===== config.mk =====
export PLATFORM = sky130hd
export DESIGN_NAME = uart_tx_flex
export DESIGN_NICKNAME = d
export VERILOG_FILES = /design/src/rtl/uart_pkg.sv /design/src/rtl/uart_baud_tick.sv /design/src/rtl/uart_tx_flex.sv
export SDC_FILE = /design/constraint.sdc
export NUM_CORES = 1
export LEC_CHECK = 0
export CORE_MARGIN = 8
export CORE_UTILIZATION = 60
export CTS_CLUSTER_SIZE = 12
export DETAILED_ROUTE_END_ITERATION = 10
export DONT_BUFFER_PORTS = 1
export GPL_TIMING_DRIVEN = 0
export PLACE_DENSITY = 0.88
export SKIP_LAST_GASP = 1
export SYNTH_ARGS = -nofsm -noshare
export SYNTH_HDL_FRONTEND = slang
export SYNTH_SLANG_ARGS = --single-unit

===== constraint.sdc =====
create_clock -name clock -period 4.1 [get_ports clock]
set_clock_uncertainty 0.15 [all_clocks]
set_input_delay 0.41 -clock clock [delete_from_list [all_inputs] [get_ports clock]]
set_output_delay 0.41 -clock clock [all_outputs]
set_load 0.01 [all_outputs]

===== src/rtl/uart_pkg.sv =====
// ---------------------------------------------------------------------------
// uart_pkg
// Shared definitions for the UART transmitter (and a future receiver):
//   uart_tx_state_t : transmitter FSM state encoding
//   uart_parity_t   : runtime parity selection (11 on the port means NONE)
//   uart_tpb()      : clocks per bit from clock frequency and baud rate
// ---------------------------------------------------------------------------
package uart_pkg;

    typedef enum logic [2:0] {
        ST_IDLE   = 3'd0,
        ST_START  = 3'd1,
        ST_DATA   = 3'd2,
        ST_PARITY = 3'd3,
        ST_STOP   = 3'd4
    } uart_tx_state_t;

    typedef enum logic [1:0] {
        PAR_NONE = 2'b00,
        PAR_EVEN = 2'b01,
        PAR_ODD  = 2'b10
    } uart_parity_t;

    // Integer division: any fractional remainder is a baud-rate error the
    // integrator accepts by choosing CLOCK_FREQ / BAUD_RATE.
    function automatic int uart_tpb(input int clock_freq, input int baud_rate);
        return clock_freq / baud_rate;
    endfunction

endpackage


===== src/rtl/uart_baud_tick.sv =====
// ---------------------------------------------------------------------------
// uart_baud_tick
// Bit-period timer: a down-counter reloaded to TPB-1 that flags the last
// clock of every bit period. Shared between transmitter and receiver.
//
// Ports
//   clock       in  : system clock, rising edge
//   resetn      in  : synchronous active-low reset (counter -> 0)
//   i_reload    in  : restart the period (counter -> TPB-1), wins over enable
//   i_enable    in  : count one clock; wraps to TPB-1 after reaching 0
//   o_tick      out : high in the last clock of a bit period (count == 0)
//   o_pre_tick  out : high one clock before o_tick (count == 1)
// ---------------------------------------------------------------------------
module uart_baud_tick #(
    parameter int TPB = 10
) (
    input  logic clock,
    input  logic resetn,
    input  logic i_reload,
    input  logic i_enable,
    output logic o_tick,
    output logic o_pre_tick
);

    localparam int              CW     = $clog2(TPB) + 1;
    localparam logic [CW-1:0]   RELOAD = CW'(TPB - 1);

    logic [CW-1:0] r_count;

    always_ff @(posedge clock) begin
        if (!resetn) begin
            r_count <= '0;
        end else if (i_reload) begin
            r_count <= RELOAD;
        end else if (i_enable) begin
            r_count <= (r_count == '0) ? RELOAD : (r_count - CW'(1));
        end
    end

    assign o_tick     = i_enable && (r_count == '0);
    assign o_pre_tick = i_enable && (r_count == CW'(1));

endmodule


===== src/rtl/uart_tx_flex.sv =====
// ---------------------------------------------------------------------------
// uart_tx_flex
// Parametrised UART transmitter with valid/ready input and idle-high line.
// Frame: start (0), DATA_WIDTH bits LSB first, optional parity, STOP_BITS
// stop bits (1). Back-to-back frames leave no idle gap.
//
// Build option: define UART_TX_FLEX_PARITY_EN to include the PARITY state
// and per-frame parity selection. Without it parity_mode is ignored.
//
// Ports
//   clock        in  : system clock, rising edge
//   resetn       in  : synchronous active-low reset
//   data         in  : word to send, sampled on valid && ready
//   valid        in  : source has a word
//   parity_mode  in  : 00 none, 01 even, 10 odd, 11 none; sampled on handshake
//   ready        out : a word is accepted this cycle (registered)
//   busy         out : frame in progress (registered)
//   signal       out : serial TX line, idle high (registered)
//
// State   | meaning
// IDLE    | line high, ready high, waiting for valid
// START   | start bit (low) for one bit period
// DATA    | data bits, LSB first, one period each
// PARITY  | parity bit for one period (parity build only)
// STOP    | STOP_BITS periods high; ready in the final clock
// ---------------------------------------------------------------------------
module uart_tx_flex
    import uart_pkg::*;
#(
    parameter int CLOCK_FREQ = 50_000_000,
    parameter int BAUD_RATE  = 115_200,
    parameter int DATA_WIDTH = 8,
    parameter int STOP_BITS  = 1
) (
    input  logic                  clock,
    input  logic                  resetn,
    input  logic [DATA_WIDTH-1:0] data,
    input  logic                  valid,
    input  logic [1:0]            parity_mode,
    output logic                  ready,
    output logic                  busy,
    output logic                  signal
);

    localparam int TPB = uart_tpb(CLOCK_FREQ, BAUD_RATE);
    localparam int IW  = $clog2(DATA_WIDTH) + 1;

    localparam logic [IW-1:0] LAST_DATA = IW'(DATA_WIDTH - 1);
    localparam logic [IW-1:0] LAST_STOP = IW'(STOP_BITS - 1);

    localparam logic [2:0] S_IDLE   = ST_IDLE;
    localparam logic [2:0] S_START  = ST_START;
    localparam logic [2:0] S_DATA   = ST_DATA;
    localparam logic [2:0] S_STOP   = ST_STOP;
`ifdef UART_TX_FLEX_PARITY_EN
    localparam logic [2:0] S_PARITY = ST_PARITY;
`endif

    if (TPB < 2) begin : g_bad_tpb
        $error("uart_tx_flex: CLOCK_FREQ / BAUD_RATE must be at least 2");
    end
    if ((DATA_WIDTH < 5) || (DATA_WIDTH > 9)) begin : g_bad_width
        $error("uart_tx_flex: DATA_WIDTH must be within 5..9");
    end
    if ((STOP_BITS < 1) || (STOP_BITS > 2)) begin : g_bad_stop
        $error("uart_tx_flex: STOP_BITS must be 1 or 2");
    end

    logic [2:0]            r_state;
    logic                  r_signal;
    logic                  r_ready;
    logic                  r_busy;
    logic [DATA_WIDTH-1:0] r_shift;
    logic [IW-1:0]         r_idx;      // data bit index, reused as stop-bit count
`ifdef UART_TX_FLEX_PARITY_EN
    logic                  r_par_en;
    logic                  r_par_bit;
`else
    logic                  w_unused_parity;
    assign w_unused_parity = ^parity_mode;
`endif

    logic w_xfer;
    logic w_run;
    logic w_tick;
    logic w_pre_tick;

    assign w_xfer = valid && r_ready;
    assign w_run  = (r_state != S_IDLE);

    // Reload on every accepted word so the start bit gets a full period,
    // including the zero-gap case where the previous stop period just ended.
    uart_baud_tick #(
        .TPB (TPB)
    ) u_baud_tick (
        .clock      (clock),
        .resetn     (resetn),
        .i_reload   (w_xfer),
        .i_enable   (w_run),
        .o_tick     (w_tick),
        .o_pre_tick (w_pre_tick)
    );

    always_ff @(posedge clock) begin
        if (!resetn) begin
            r_state  <= S_IDLE;
            r_signal <= 1'b1;
            r_ready  <= 1'b1;
            r_busy   <= 1'b0;
            r_shift  <= '0;
            r_idx    <= '0;
`ifdef UART_TX_FLEX_PARITY_EN
            r_par_en  <= 1'b0;
            r_par_bit <= 1'b0;
`endif
        end else begin
            case (r_state)
                S_IDLE: begin
                    r_signal <= 1'b1;
                end

                S_START: begin
                    if (w_tick) begin
                        r_state  <= S_DATA;
                        r_signal <= r_shift[0];
                        r_idx    <= '0;
                    end
                end

                S_DATA: begin
                    if (w_tick) begin
                        if (r_idx == LAST_DATA) begin
                            r_idx <= '0;
`ifdef UART_TX_FLEX_PARITY_EN
                            if (r_par_en) begin
                                r_state  <= S_PARITY;
                                r_signal <= r_par_bit;
                            end else begin
                                r_state  <= S_STOP;
                                r_signal <= 1'b1;
                            end
`else
                            r_state  <= S_STOP;
                            r_signal <= 1'b1;
`endif
                        end else begin
                            r_shift  <= r_shift >> 1;
                            r_signal <= r_shift[1];
                            r_idx    <= r_idx + IW'(1);
                        end
                    end
                end

`ifdef UART_TX_FLEX_PARITY_EN
                S_PARITY: begin
                    if (w_tick) begin
                        r_state  <= S_STOP;
                        r_signal <= 1'b1;
                        r_idx    <= '0;
                    end
                end
`endif

                S_STOP: begin
                    // Raise ready one clock early so it is visible, from a
                    // register, during the final clock of the last stop bit.
                    if (w_pre_tick && (r_idx == LAST_STOP)) begin
                        r_ready <= 1'b1;
                    end
                    if (w_tick) begin
                        if (r_idx == LAST_STOP) begin
                            r_state <= S_IDLE;
                            r_busy  <= 1'b0;
                            r_idx   <= '0;
                        end else begin
                            r_idx <= r_idx + IW'(1);
                        end
                    end
                end

                default: begin
                    r_state  <= S_IDLE;
                    r_signal <= 1'b1;
                    r_ready  <= 1'b1;
                    r_busy   <= 1'b0;
                    r_idx    <= '0;
                end
            endcase

            // Accepting a word overrides the end-of-stop return to IDLE,
            // which is what makes back-to-back frames gapless.
            if (w_xfer) begin
                r_state  <= S_START;
                r_signal <= 1'b0;
                r_ready  <= 1'b0;
                r_busy   <= 1'b1;
                r_shift  <= data;
                r_idx    <= '0;
`ifdef UART_TX_FLEX_PARITY_EN
                r_par_en  <= (parity_mode == PAR_EVEN) || (parity_mode == PAR_ODD);
                r_par_bit <= (parity_mode == PAR_ODD) ? ~(^data) : (^data);
`endif
            end
        end
    end

    assign ready  = r_ready;
    assign busy   = r_busy;
    assign signal = r_signal;

endmodule


==> metrics.md <==
| Metric | Value |
|---|---|
| Status | `complete, no violations` |
| Switching pwr | `0.239 mW` |
| Post-CTS Resized | `0` |
| Layout area overhead | `5.62%` |
| Total clock buffers created by CTS | `3` |
| Drt first pass iters | `4` |
| Wirelength per Cell | `17.8 µm` |
| Post-placement worst setup slack | `1.76 ns` |
| ANT nets after route | `0` |
| Sw Ratio | `0.338` |
| Critical Path End | `r_state[2]$_SDFFE_PP0P_` |
| Yosys cell types | `50` |
| Gp weighted congestion | `0.915` |
| Clock-pin slew on the worst setup and hold paths | `0.16 ns` |
| Largest net degree at the start of global routing | `17` |
| Crit-path cells | `inv_1 > ha_1 > or3b_2 > a2111oi_0 > a2bb2oi_1 > o21ba_2` |
| H-tree depth | `1` |
| Die width | `67.7 µm` |
| Critical path class | `flop to flop` |
| Ys flop type | `dfxtp_1` |
| Core area | `2500 µm²` |
| Int Pwr | `0.469 mW` |
| Max stage delay on crit path | `0.53 ns` |
| WP data required | `4.21 ns` |
| Via density | `6.80` |
| Crit share post-route | `0.589` |
| Most frequent cells in the layout | `dfxtp_1 (28), nor2_1 (17), nand2_1 (14)` |
| F_max | `414 MHz` |
| Sequential share of power | `0.453` |
| Worst-Skew Late Latency | `0.34 ns` |
| EDFF count, synth | `0` |
| Post CTS Setup Buffer Count | `0` |
| Clock Tree Buf Depth | `2` |
| Final hold vios | `0` |
| Peak supply drop | `0.000279 V` |
| Number of synthesized register bits | `28` |
| Pins Over Slew Limit | `0` |
| # setup viols final | `0` |
| YS warnings | `0` |
| Async set or reset register ratio after synthesis | `0` |
| Flop-to-flop setup slack | `1.68 ns` |
| Chip height | `67.7 µm` |
| Crit. End Element | `flop` |
| CP Max Fanout | `4` |
| Ports | `16` |
| Net count, final | `212` |
| Die area | `4580 µm²` |
| Antenna diode count | `0` |
| Row count | `18` |
| Slew HR | `0.453` |
| CTS tree | `done` |
| # clock sinks | `28` |
| Initial antenna violation count | `0` |
| Area after DPL | `1640 µm²` |
| Slew @ Worst Pin | `0.814 ns` |
| FF-to-FF End | `r_state[2]$_SDFFE_PP0P_` |
| Worst R2R Start | `r_idx[0]$_SDFFE_PP0P_` |
| PortBufs | `0` |
| Startpoint Class | `flop` |
| Seq/Total Area, Yosys | `0.350` |
| Share of cells above drive strength 1 | `0.0777` |
| CTS root buffer | `clkbuf_4` |
| Worst setup margin | `1.68 ns` |
| Most common cell after layout, fill and taps aside | `dfxtp_1` |
| Post-CTS Hold Fix Bufs | `0` |
| Minimum clock period | `2.42 ns` |
| Initial Utilization | `0.641` |
| Remaining DRCs | `0` |
| Syn Nets | `207` |
| Vias post-DR | `1517` |
| Final Cell Area | `1690 µm²` |
| Hold Crit Class | `input port to flop` |
| Total GRT Usage | `0.176` |
| R2R cell count | `6` |
| Number of global-route vias before repair | `1400` |
| Static leakage | `0.591 nW` |
| DP HPWL | `2.93 mm` |
| Worst EP arrival | `2.53 ns` |
| Total gr overflow | `0` |
| Fin Setup TNS | `0 ns` |
| Clock share of power | `0.261` |
| Initial DRC Count | `120` |
| Post-Syn Area | `1600 µm²` |
| Gate count after technology mapping | `189` |
| RSZ-0062 raised after global routing | `no` |
| CP startpoint | `r_idx[0]$_SDFFE_PP0P_` |
| First-pass GRT wire length | `6.43 mm` |
| Cell Pwr Density | `418 nW/µm²` |
| Slowest stage cell on the critical path | `a2111oi_0` |
| Synthesized area per cell | `8.48 µm²` |
| Final wirelength | `3.96 mm` |
| Comb pwr share | `0.286` |
| MaxCap Viol Count | `0` |
==> cells by family after synthesis <==
group | count (synthesis) | synth area share
compound gates | 55 | 0.247
xor+xnor | 5 | 0.0273
fa+ha+maj | 6 | 0.0453
buf+inv | 17 | 0.0398
flops | 28 | 0.350
mux | 9 | 0.0570
simple gates | 69 | 0.234
==> critical path: cells and delay by family, from the launching register on <==
| family | cells | cell delay [ns] |
|---|---|---|
| fa+ha+maj | 1 | 0.14 |
| simple gates | 1 | 0.49 |
| compound gates | 3 | 1.09 |
| flops | 1 | 0.38 |
| buf+inv | 1 | 0.10 |
==> power groups by stage <==
stage	Clock [mW]	Combinational, mW	Sequential, mW
after CTS	0.185	0.199	0.320
final	0.185	0.203	0.321
after global routing	0.190	0.221	0.324
after detailed placement	0	0.197	0.326
after floorplan	0	0.157	0.320
after global placement	0	0.187	0.324
==> state kept, by name, indices dropped and copies added, names as in the netlist <==
| register | flops |
|---|---|
| r_idx | 4 |
| u_baud_tick.r_count | 10 |
| signal | 1 |
| busy | 1 |
| r_state | 3 |
| r_shift | 8 |
| ready | 1 |
==> cell type report <==
class | count | area [µm²]
clock inverters | 1 | 30.0
multi-input cells | 144 | 978
plain buffers | 10 | 37.5
flip-flops and latches | 28 | 561
inverters | 7 | 26.3
fillers | 207 | 807
clock buffers | 3 | 22.5
well taps | 30 | 37.5
==> synthesized netlist by cell type, types with 6 or more instances <==
library cell	instances	share of area
o31ai_1	6	0.028
a21oi_1	9	0.028
nand3_1	9	0.028
nor2_1	17	0.040
clkbuf_1	8	0.019
nand2_1	14	0.033
o21ai_0	9	0.028
o2111ai_1	6	0.033
mux2i_1	8	0.050
inv_1	7	0.016
nor3_1	6	0.019
dfxtp_1	28	0.35
==> layer usage <==
layer | vias up | global-route usage | part of all wire
li1 | 721 | - | -
met1 | 725 | 0.219 | 0.45
met2 | 62 | 0.301 | 0.48
met3 | 9 | 0.0248 | 0.051
met4 | 0 | 0.0627 | 0.017
met5 | - | 0 | 0
==> through the flow <==
| stage | instances | utilization | total power, mW | hold slack (ns) |
|---|---|---|---|---|
| global route | 223 | 0.677 | 0.735 | 0.0580 |
| finish | 223 | 0.677 | 0.708 | 0.0431 |
| CTS | 223 | 0.677 | 0.703 | 0.0470 |
| floorplan | 189 | - | 0.477 | 0.285 |
| global placement | 219 | 0.656 | 0.511 | 0.295 |
| detailed placement | 219 | 0.656 | 0.523 | 0.311 |
==> how the worst min path moves through the flow <==
stage	end	startpoint	cells after the start	slack, ns
finish	r_shift[0]$_SDFFE_PN0P_	resetn	2	0.04
global route	r_shift[7]$_SDFFE_PN0P_	resetn	1	0.06
CTS	r_shift[0]$_SDFFE_PN0P_	resetn	2	0.05
detailed placement	r_shift[0]$_SDFFE_PN0P_	r_shift[0]$_SDFFE_PN0P_	2	0.31
global placement	r_shift[0]$_SDFFE_PN0P_	r_shift[0]$_SDFFE_PN0P_	2	0.29
floorplan	r_shift[0]$_SDFFE_PN0P_	r_shift[0]$_SDFFE_PN0P_	2	0.28
No activity file was read; power rests on OpenSTA's default activity.
